## config.mk

```make
export PLATFORM = sky130hd
export DESIGN_NAME = regfile_writeback
export DESIGN_NICKNAME = d
export VERILOG_FILES = /design/src/rtl/regfile_writeback.sv
export SDC_FILE = /design/constraint.sdc
export NUM_CORES = 1
export LEC_CHECK = 0
export CAP_MARGIN = 25
export CORE_MARGIN = 5
export CORE_UTILIZATION = 57
export CTS_CLUSTER_SIZE = 20
export DETAILED_ROUTE_END_ITERATION = 7
export GPL_TIMING_DRIVEN = 0
export HOLD_SLACK_MARGIN = 0.02
export MAX_ROUTING_LAYER = met4
export PLACE_DENSITY = 0.92
export RECOVER_POWER = 25
export SYNTH_ARGS = -nofsm -noshare
export SYNTH_HDL_FRONTEND = slang
export SYNTH_SLANG_ARGS = --single-unit
```

## constraint.sdc

```tcl
create_clock -name clk -period 3.7 [get_ports clk]
set_input_delay 0.555 -clock clk [delete_from_list [all_inputs] [get_ports clk]]
set_output_delay 0.555 -clock clk [all_outputs]
set_load 0.005 [all_outputs]
```

## src/rtl/regfile_writeback.sv

```systemverilog
// Register-file write-port controller: merges ALU and load results into one
// registered write per cycle, buffers loads in a FIFO, and tracks pending writes per register.
module regfile_writeback #(
    parameter int DWIDTH = 32,
    parameter int DEPTH  = 4
) (
    input  logic                       clk,
    input  logic                       rst,
    input  logic                       alu_valid_i,
    input  logic [4:0]                 alu_rd_i,
    input  logic [DWIDTH-1:0]          alu_data_i,
    input  logic                       mem_valid_i,
    output logic                       mem_ready_o,
    input  logic [4:0]                 mem_rd_i,
    input  logic [DWIDTH-1:0]          mem_data_i,
    input  logic                       issue_valid_i,
    input  logic [4:0]                 issue_rd_i,
    output logic                       issue_ready_o,
    input  logic [4:0]                 rs1_i,
    input  logic [4:0]                 rs2_i,
    output logic                       rs1_busy_o,
    output logic                       rs2_busy_o,
    output logic [4:0]                 rd_o,
    output logic [DWIDTH-1:0]          datawb_o,
    output logic                       regwren_o,
    output logic [$clog2(DEPTH+1)-1:0] fifo_count_o
);
    localparam int AW = $clog2(DEPTH);
    localparam int CW = $clog2(DEPTH+1);

    logic [4:0]        r_fifo_rd   [DEPTH];
    logic [DWIDTH-1:0] r_fifo_data [DEPTH];
    logic [AW-1:0]     r_wptr;
    logic [AW-1:0]     r_rptr;
    logic [CW-1:0]     r_count;

    logic              r_wren_p1;
    logic [4:0]        r_rd_p1;
    logic [DWIDTH-1:0] r_data_p1;

    logic [1:0]        r_pend [32];

    logic              w_alu_win;
    logic              w_push;
    logic              w_pop;
    logic [31:0]       w_inc;
    logic [31:0]       w_ret;

    // A dropped x0 ALU result does not claim the write port.
    assign w_alu_win     = alu_valid_i && (alu_rd_i != 5'd0);
    assign mem_ready_o   = (r_count < CW'(DEPTH)) && !rst;
    assign w_push        = mem_valid_i && mem_ready_o && (mem_rd_i != 5'd0);
    assign w_pop         = !w_alu_win && (r_count != '0);
    assign issue_ready_o = (r_pend[issue_rd_i] != 2'd3) && !rst;
    assign rs1_busy_o    = (r_pend[rs1_i] != 2'd0);
    assign rs2_busy_o    = (r_pend[rs2_i] != 2'd0);
    assign rd_o          = r_rd_p1;
    assign datawb_o      = r_data_p1;
    assign regwren_o     = r_wren_p1;
    assign fifo_count_o  = r_count;

    always_ff @(posedge clk) begin
        if (w_push) begin
            r_fifo_rd[r_wptr]   <= mem_rd_i;
            r_fifo_data[r_wptr] <= mem_data_i;
        end
    end

    always_ff @(posedge clk) begin
        if (rst) begin
            r_wptr  <= '0;
            r_rptr  <= '0;
            r_count <= '0;
        end else begin
            if (w_push) r_wptr <= r_wptr + 1'b1;
            if (w_pop)  r_rptr <= r_rptr + 1'b1;
            case ({w_push, w_pop})
                2'b10:   r_count <= r_count + 1'b1;
                2'b01:   r_count <= r_count - 1'b1;
                default: r_count <= r_count;
            endcase
        end
    end

    // ---- stage p1: registered RF write port ----
    always_ff @(posedge clk) begin
        if (rst) begin
            r_wren_p1 <= 1'b0;
            r_rd_p1   <= 5'd0;
            r_data_p1 <= '0;
        end else begin
            r_wren_p1 <= w_alu_win || w_pop;
            if (w_alu_win) begin
                r_rd_p1   <= alu_rd_i;
                r_data_p1 <= alu_data_i;
            end else if (w_pop) begin
                r_rd_p1   <= r_fifo_rd[r_rptr];
                r_data_p1 <= r_fifo_data[r_rptr];
            end
        end
    end

    always_comb begin
        w_inc = '0;
        w_ret = '0;
        if (issue_valid_i && issue_ready_o && (issue_rd_i != 5'd0))
            w_inc[issue_rd_i] = 1'b1;
        if (r_wren_p1)
            w_ret[r_rd_p1] = 1'b1;
    end

    // Issue and retire on the same edge cancel; retire at zero is a no-op.
    always_ff @(posedge clk) begin
        if (rst) begin
            for (int i = 0; i < 32; i++) r_pend[i] <= 2'd0;
        end else begin
            for (int i = 0; i < 32; i++) begin
                if (w_inc[i] && !w_ret[i])
                    r_pend[i] <= r_pend[i] + 2'd1;
                else if (w_ret[i] && !w_inc[i] && (r_pend[i] != 2'd0))
                    r_pend[i] <= r_pend[i] - 2'd1;
            end
        end
    end
endmodule

```

* Word level (Yosys, flattened, before mapping)
Memories as Yosys holds them, arrays and structs flattened. A register that Yosys moved wholly into a read port is not among the register bits.
Index checks and enable logic that the tools add are counted.
** Operators by class
- Reduce and logical (&&, ||, !) cells :: 213
- Multiply operators :: 0
- Bitwise gates (word level) :: 64
- Magnitude comparators :: 5
- Divide/modulo/power cells :: 0
- Shift-type cells :: 0
- Muxes and demuxes :: 307
- Equality and inequality tests :: 3
- Add/sub/neg operators :: 68
** Operators with widths (count)
- $mux W1 :: 230
- $mux W2 :: 68
- $mux W32 :: 4
- $logic_and A1 B1 Y1 :: 106
- $reduce_bool A2 Y1 :: 36
- $add A2 B1 Y2 const B :: 34
- $logic_not A1 Y1 :: 66
- $or A1 B1 Y1 :: 64
- $sub A2 B1 Y2 const B :: 32
- $reduce_bool A5 Y1 :: 3
- $lt A5 B6 Y1 const B :: 2
- $demux W1 S5 :: 2
- $ge A5 B1 Y1 const B :: 2
- $mux W5 :: 2
- $pmux W3 S2 :: 1
- $add A3 B1 Y3 const B :: 1
- $lt A3 B3 Y1 const B :: 1
- $reduce_bool A3 Y1 :: 1
- $sub A3 B1 Y3 const B :: 1
- $eq A2 B1 Y1 const B :: 1
- $eq A2 B2 Y1 const B :: 1
- $ne A2 B2 Y1 const B :: 1
- $logic_or A1 B1 Y1 :: 1
** Storage, ports and cells
- Logic and storage cells :: 669
- Memory bits (writable) :: 212
- Register bits after elaboration :: 45
- ROM bits :: 0
- Bits in latches :: 0
- Input port bits :: 94
- Memories :: 3
- Output and inout bits :: 45
** Memory list
- r_fifo_data :: words 4, width 32, read ports 1, clocked after Yosys merged registers in 1, write ports 1, line 32 : logic [DWIDTH-1:0] r_fifo_data [DEPTH];
- r_pend :: words 32, width 2, read ports 35, clocked after Yosys merged registers in 0, write ports 32, line 41 : logic [1:0] r_pend [32];
- r_fifo_rd :: words 4, width 5, read ports 1, clocked after Yosys merged registers in 1, write ports 1, line 31 : logic [4:0] r_fifo_rd [DEPTH];

* Depth between registers and ports, before layout
An unclocked memory read counts as a cell.
- Word-level depth :: 14
- Mapped depth :: 12
- Mapped depth without buffers :: 10

* Worst setup path after synthesis
Ideal clock, no wire load.
- Path kind :: in2reg
- From :: input issue_rd_i[1]
- To :: memory r_pend[18][0], enable pin
- Path slack :: 739 ps
- Setup time :: 367 ps
- Buffers on the path :: 3
- Data required time :: 3333 ps
- Arrival :: 2594 ps
- Stages on the path :: 10
- Cells stage by stage :: buf_6 -> buf_6 -> mux2i_1 -> o221ai_1 -> a22oi_2 -> nand4_2 -> a211oi_4 -> nand2_4 -> buf_2 -> o311ai_0
** RTL lines
- from (decl) :: line 17 : input logic [4:0] issue_rd_i,
- to (decl) :: line 41

==> flow_summary.yaml <==
sta:
  timing.fmax_mhz: 280
  final.setup_skew_ns: 0.0165
  worst_slew_pin_slew_ns: 1.03
  post-route-period-util_pct: 96.5
  number_of_hold_violations_in_the_final_report: 0
  slew_headroom_pct: 31.1
  finalHoldWorstSlack_ns: 0.566
  timing_max_transition_violations_final: 0
  rsz0062_at_grt: "false"
  final_period_minus_worst_setup_slack_ns: 3.57
  finalSetupViolations: 0
synthesis:
  synthTopCellsByArea: "sky130_fd_sc_hd__edfxtp_1 (49%), sky130_fd_sc_hd__mux4_2 (10%), sky130_fd_sc_hd__dfxtp_1 (7.3%)"
  synth-seq-cells: 259
  dominantRegCellSynth: "sky130_fd_sc_hd__edfxtp_1"
  synth_cell_type_count: 63
  post-synth-top-area-cell: "sky130_fd_sc_hd__edfxtp_1"
  synth.top_cell.area_share_pct: 49.4
  synthesis.yosys.warnings: 0
  synth-seq-area-share_pct: 56.7
  synth_nets: 1111
  synth.cell_area_um2: 12900
  synth_enable_flop_cells: 212
  fraction_of_synthesis_flops_using_an_asynchronous_set_or_reset_pin_pct: 0
  average_footprint_of_a_synthesized_cell_um2: 12.8
  cells_after_synthesis: 1010
critical_path:
  crit_path_start_kind: "primary input"
  worst_path_largest_cell_delay_ns: 0.63
  setup.reg_to_reg.worst_slack_ns: 0.27
  rr_worst_depth: 8
  critical_path_class: "in2reg"
  timing.rr.end: "r_pend[18][1]"
  critical_path_maximum_fanout: 10
  crit_start: "issue_rd_i[2]"
  critical_path_end_type: "flip-flop"
  critical_path_arrival_ns: 3.74
  crit_path_top_delay_cell: "sky130_fd_sc_hd__a211oi_4"
  critical_path.cell_chain: "clkdlybuf4s50_1 > buf_4 > nand3_1 > o221ai_1 > a22oi_2 > nand4_2 > a211oi_4 > nand2_4 > buf_2 > o311ai_0"
  timing.critical_path.required_ns: 3.87
  timing.rr.start: "r_pend[31][0]"
die:
  die_y_um: 160
  top_level_ports: 139
  design.core.area_um2: 22400
  fp.dieArea_um2: 25700
  placementRows: 55
  die_w_um: 160
  start_util_pct: 57.5
job:
  maxCapViolCount: 0
layout:
  final_cell_mix: "sky130_fd_sc_hd__edfxtp_1 (212), sky130_fd_sc_hd__nor2_1 (139), sky130_fd_sc_hd__clkdlybuf4s50_1 (98)"
  num-nets-final: 1274
  layout.cell_area.non_filler_um2: 15600
  final_common_cell: "sky130_fd_sc_hd__edfxtp_1"
  fin_util_pct: 69.4
  area.growth.synth_to_final_pct: 20.8
  layout_cell_share_with_drive_strength_beyond_1_pct: 12.9
placement:
  globalplace.congestion: 1.07
  portBuffers: 131
  dp_hpwl_mm: 27.2
  instance_area_after_placement_um2: 14700
clocking:
  clk-insertion-delay-late_ns: 0.54
  clock_tree.buffer_depth: 3
  clockRootBuffer: "sky130_fd_sc_hd__clkbuf_16"
  post-cts-setup-buffer-count: 0
  cts_num_sinks: 259
  tritoncts: "done"
  cts_hold_repair.buffers: 0
  h-tree-depth: 1
  cts_made_buffers: 26
  clkTransAtPathRegs_ns: 0.06
pwr:
  pwr-share-seq_pct: 41.7
  combPwrFrac_pct: 25.9
  switching_power_mw: 2.62
  clock_power_share_pct: 32.5
  pwr_density_cell_nw_per_um2: 551
  internal-power_mw: 5.95
  power.share.switching_pct: 30.6
  cellLeakagePower_nw: 5.44
  worst_ir_drop_vdd_uv: 728
route:
  via_count_of_the_routed_design: 10400
  drt_iter0_markers: 1507
  drt-vias-per-instance: 6.99
  detail_route.wl_per_cell_um: 29.2
  antenna_violating_nets_post_route: 0
  drt_pass_1_iters: 6
  drcViolationCount: 0
  route.final.wire_length_mm: 43.3
global_route:
  grt_overflow_total: 0
  antenna_found_initial: 6
  grt_pass1_vias: 10200
  grt_pass1_wl_mm: 61.7
  largest_net_degree_at_the_start_of_global_routing: 36
  grt_usage_pct: 32.2
min_path:
  holdCritPathClass: "reg2reg"
  hp-start: "datawb_o[4]"
  min_path_cells: 2
  holdPathEnd: "datawb_o[4]"
run_status:
  run_status: "complete, no violations"
==> area by class of cell <==
cell class / instances / area [µm²]
sequential: 259 / 7310
timing repair buffer: 135 / 1410
fill: 1431 / 6860
multi-input combinational: 667 / 5220
inverter: 20 / 75.1
tap: 285 / 357
antenna: 8 / 20.0
clock inverter: 16 / 161
clock buffer: 32 / 724
buffer: 64 / 305
==> registers in the layout, summed over array words and instances, names as in the netlist, named ones only <==
| signal | count |
|---|---|
| regwren_o | 1 |
| r_fifo_data | 128 |
| r_fifo_rd | 20 |
| r_rptr | 2 |
| datawb_o | 32 |
| r_wptr | 2 |
| fifo_count_o | 3 |
| r_pend | 64 |
| rd_o | 5 |
==> Yosys cell counts, drive strengths merged, types with 3 or more instances <==
master,n
o2111ai,6
mux4,57
and2,9
nor2,139
nor3b,4
edfxtp,212
o22ai,9
mux2,10
nand3,35
or2,4
ha,6
nand4,8
mux2i,91
nor4,3
o31ai,5
dfxtp,47
xnor2,15
a211o,3
a21oi,24
xor2,18
nand3b,4
clkbuf,40
o221ai,7
a311o,3
or3,10
a211oi,41
a22oi,3
buf,24
o21ai,29
nand2b,3
a31oi,12
inv,19
or3b,6
nand2,54
nor2b,4
nor3,24
==> metrics by stage <==
step           std cells  TNS, ns  setup slack, ns  total power, mW
2_1_floorplan       1010        0            0.739             4.87
3_3_place_gp        1426   -90.27           -0.536             5.55
3_5_place_dp        1430   -14.28           -0.400             5.67
4_1_cts             1478        0           0.0380             8.45
5_1_grt             1485        0           0.0242             8.79
6_report            1486        0            0.129             8.57
==> metal layers <==
| layer | share of wire [%] | routed length, µm | track usage, % | vias up |
|---|---|---|---|---|
| met5 | 0 | 0 | - | - |
| met4 | 6.7 | 2890 | 14.1 | 0 |
| met3 | 12 | 5030 | 6.72 | 209 |
| met2 | 48 | 20600 | 52.0 | 942 |
| met1 | 34 | 14800 | 39.5 | 5012 |
| li1 | - | - | - | 4220 |
==> power by group through the flow <==
stage                     Combinational [mW]  Clock [mW]  Sequential (mW)
after global routing                    2.31        2.90             3.58
after global placement                  1.97           0             3.58
after floorplan                         1.31           0             3.56
after detailed placement                2.07           0             3.60
after CTS                               2.15        2.75             3.55
final                                   2.22        2.78             3.57
==> cell families after synthesis <==
kind of cell | share of synthesized area (%)
AOI/OAI and AO/OA | 8.31
DFF | 56.7
buffers and inverters | 2.91
xor gates and xnor gates | 2.24
and+or+nand+nor | 11.2
muxes | 17.9
adders and majority gates | 0.738
==> what timing repair did <==
item	CTS	global route
endpoints found under the setup margin	1	9
hold endpoints to repair	0	0
resized for setup	2	4
==> how the worst max path moves through the flow <==
stage | end | slack (ns)
4_1_cts | issue_ready_o | 0.04
3_3_place_gp | r_fifo_data[3][30] | -0.54
6_report | r_pend[18][1] | 0.13
3_5_place_dp | r_pend[18][0] | -0.40
5_1_grt | r_pend[18][1] | 0.02
2_1_floorplan | r_pend[18][0] | 0.74
==> worst max-delay path: cells and delay by family <==
family | cells | cell delay, ns
compound gates | 4 | 1.63
buf+inv | 3 | 1.03
simple gates | 3 | 0.51
(Power assumes the default switching activity.)
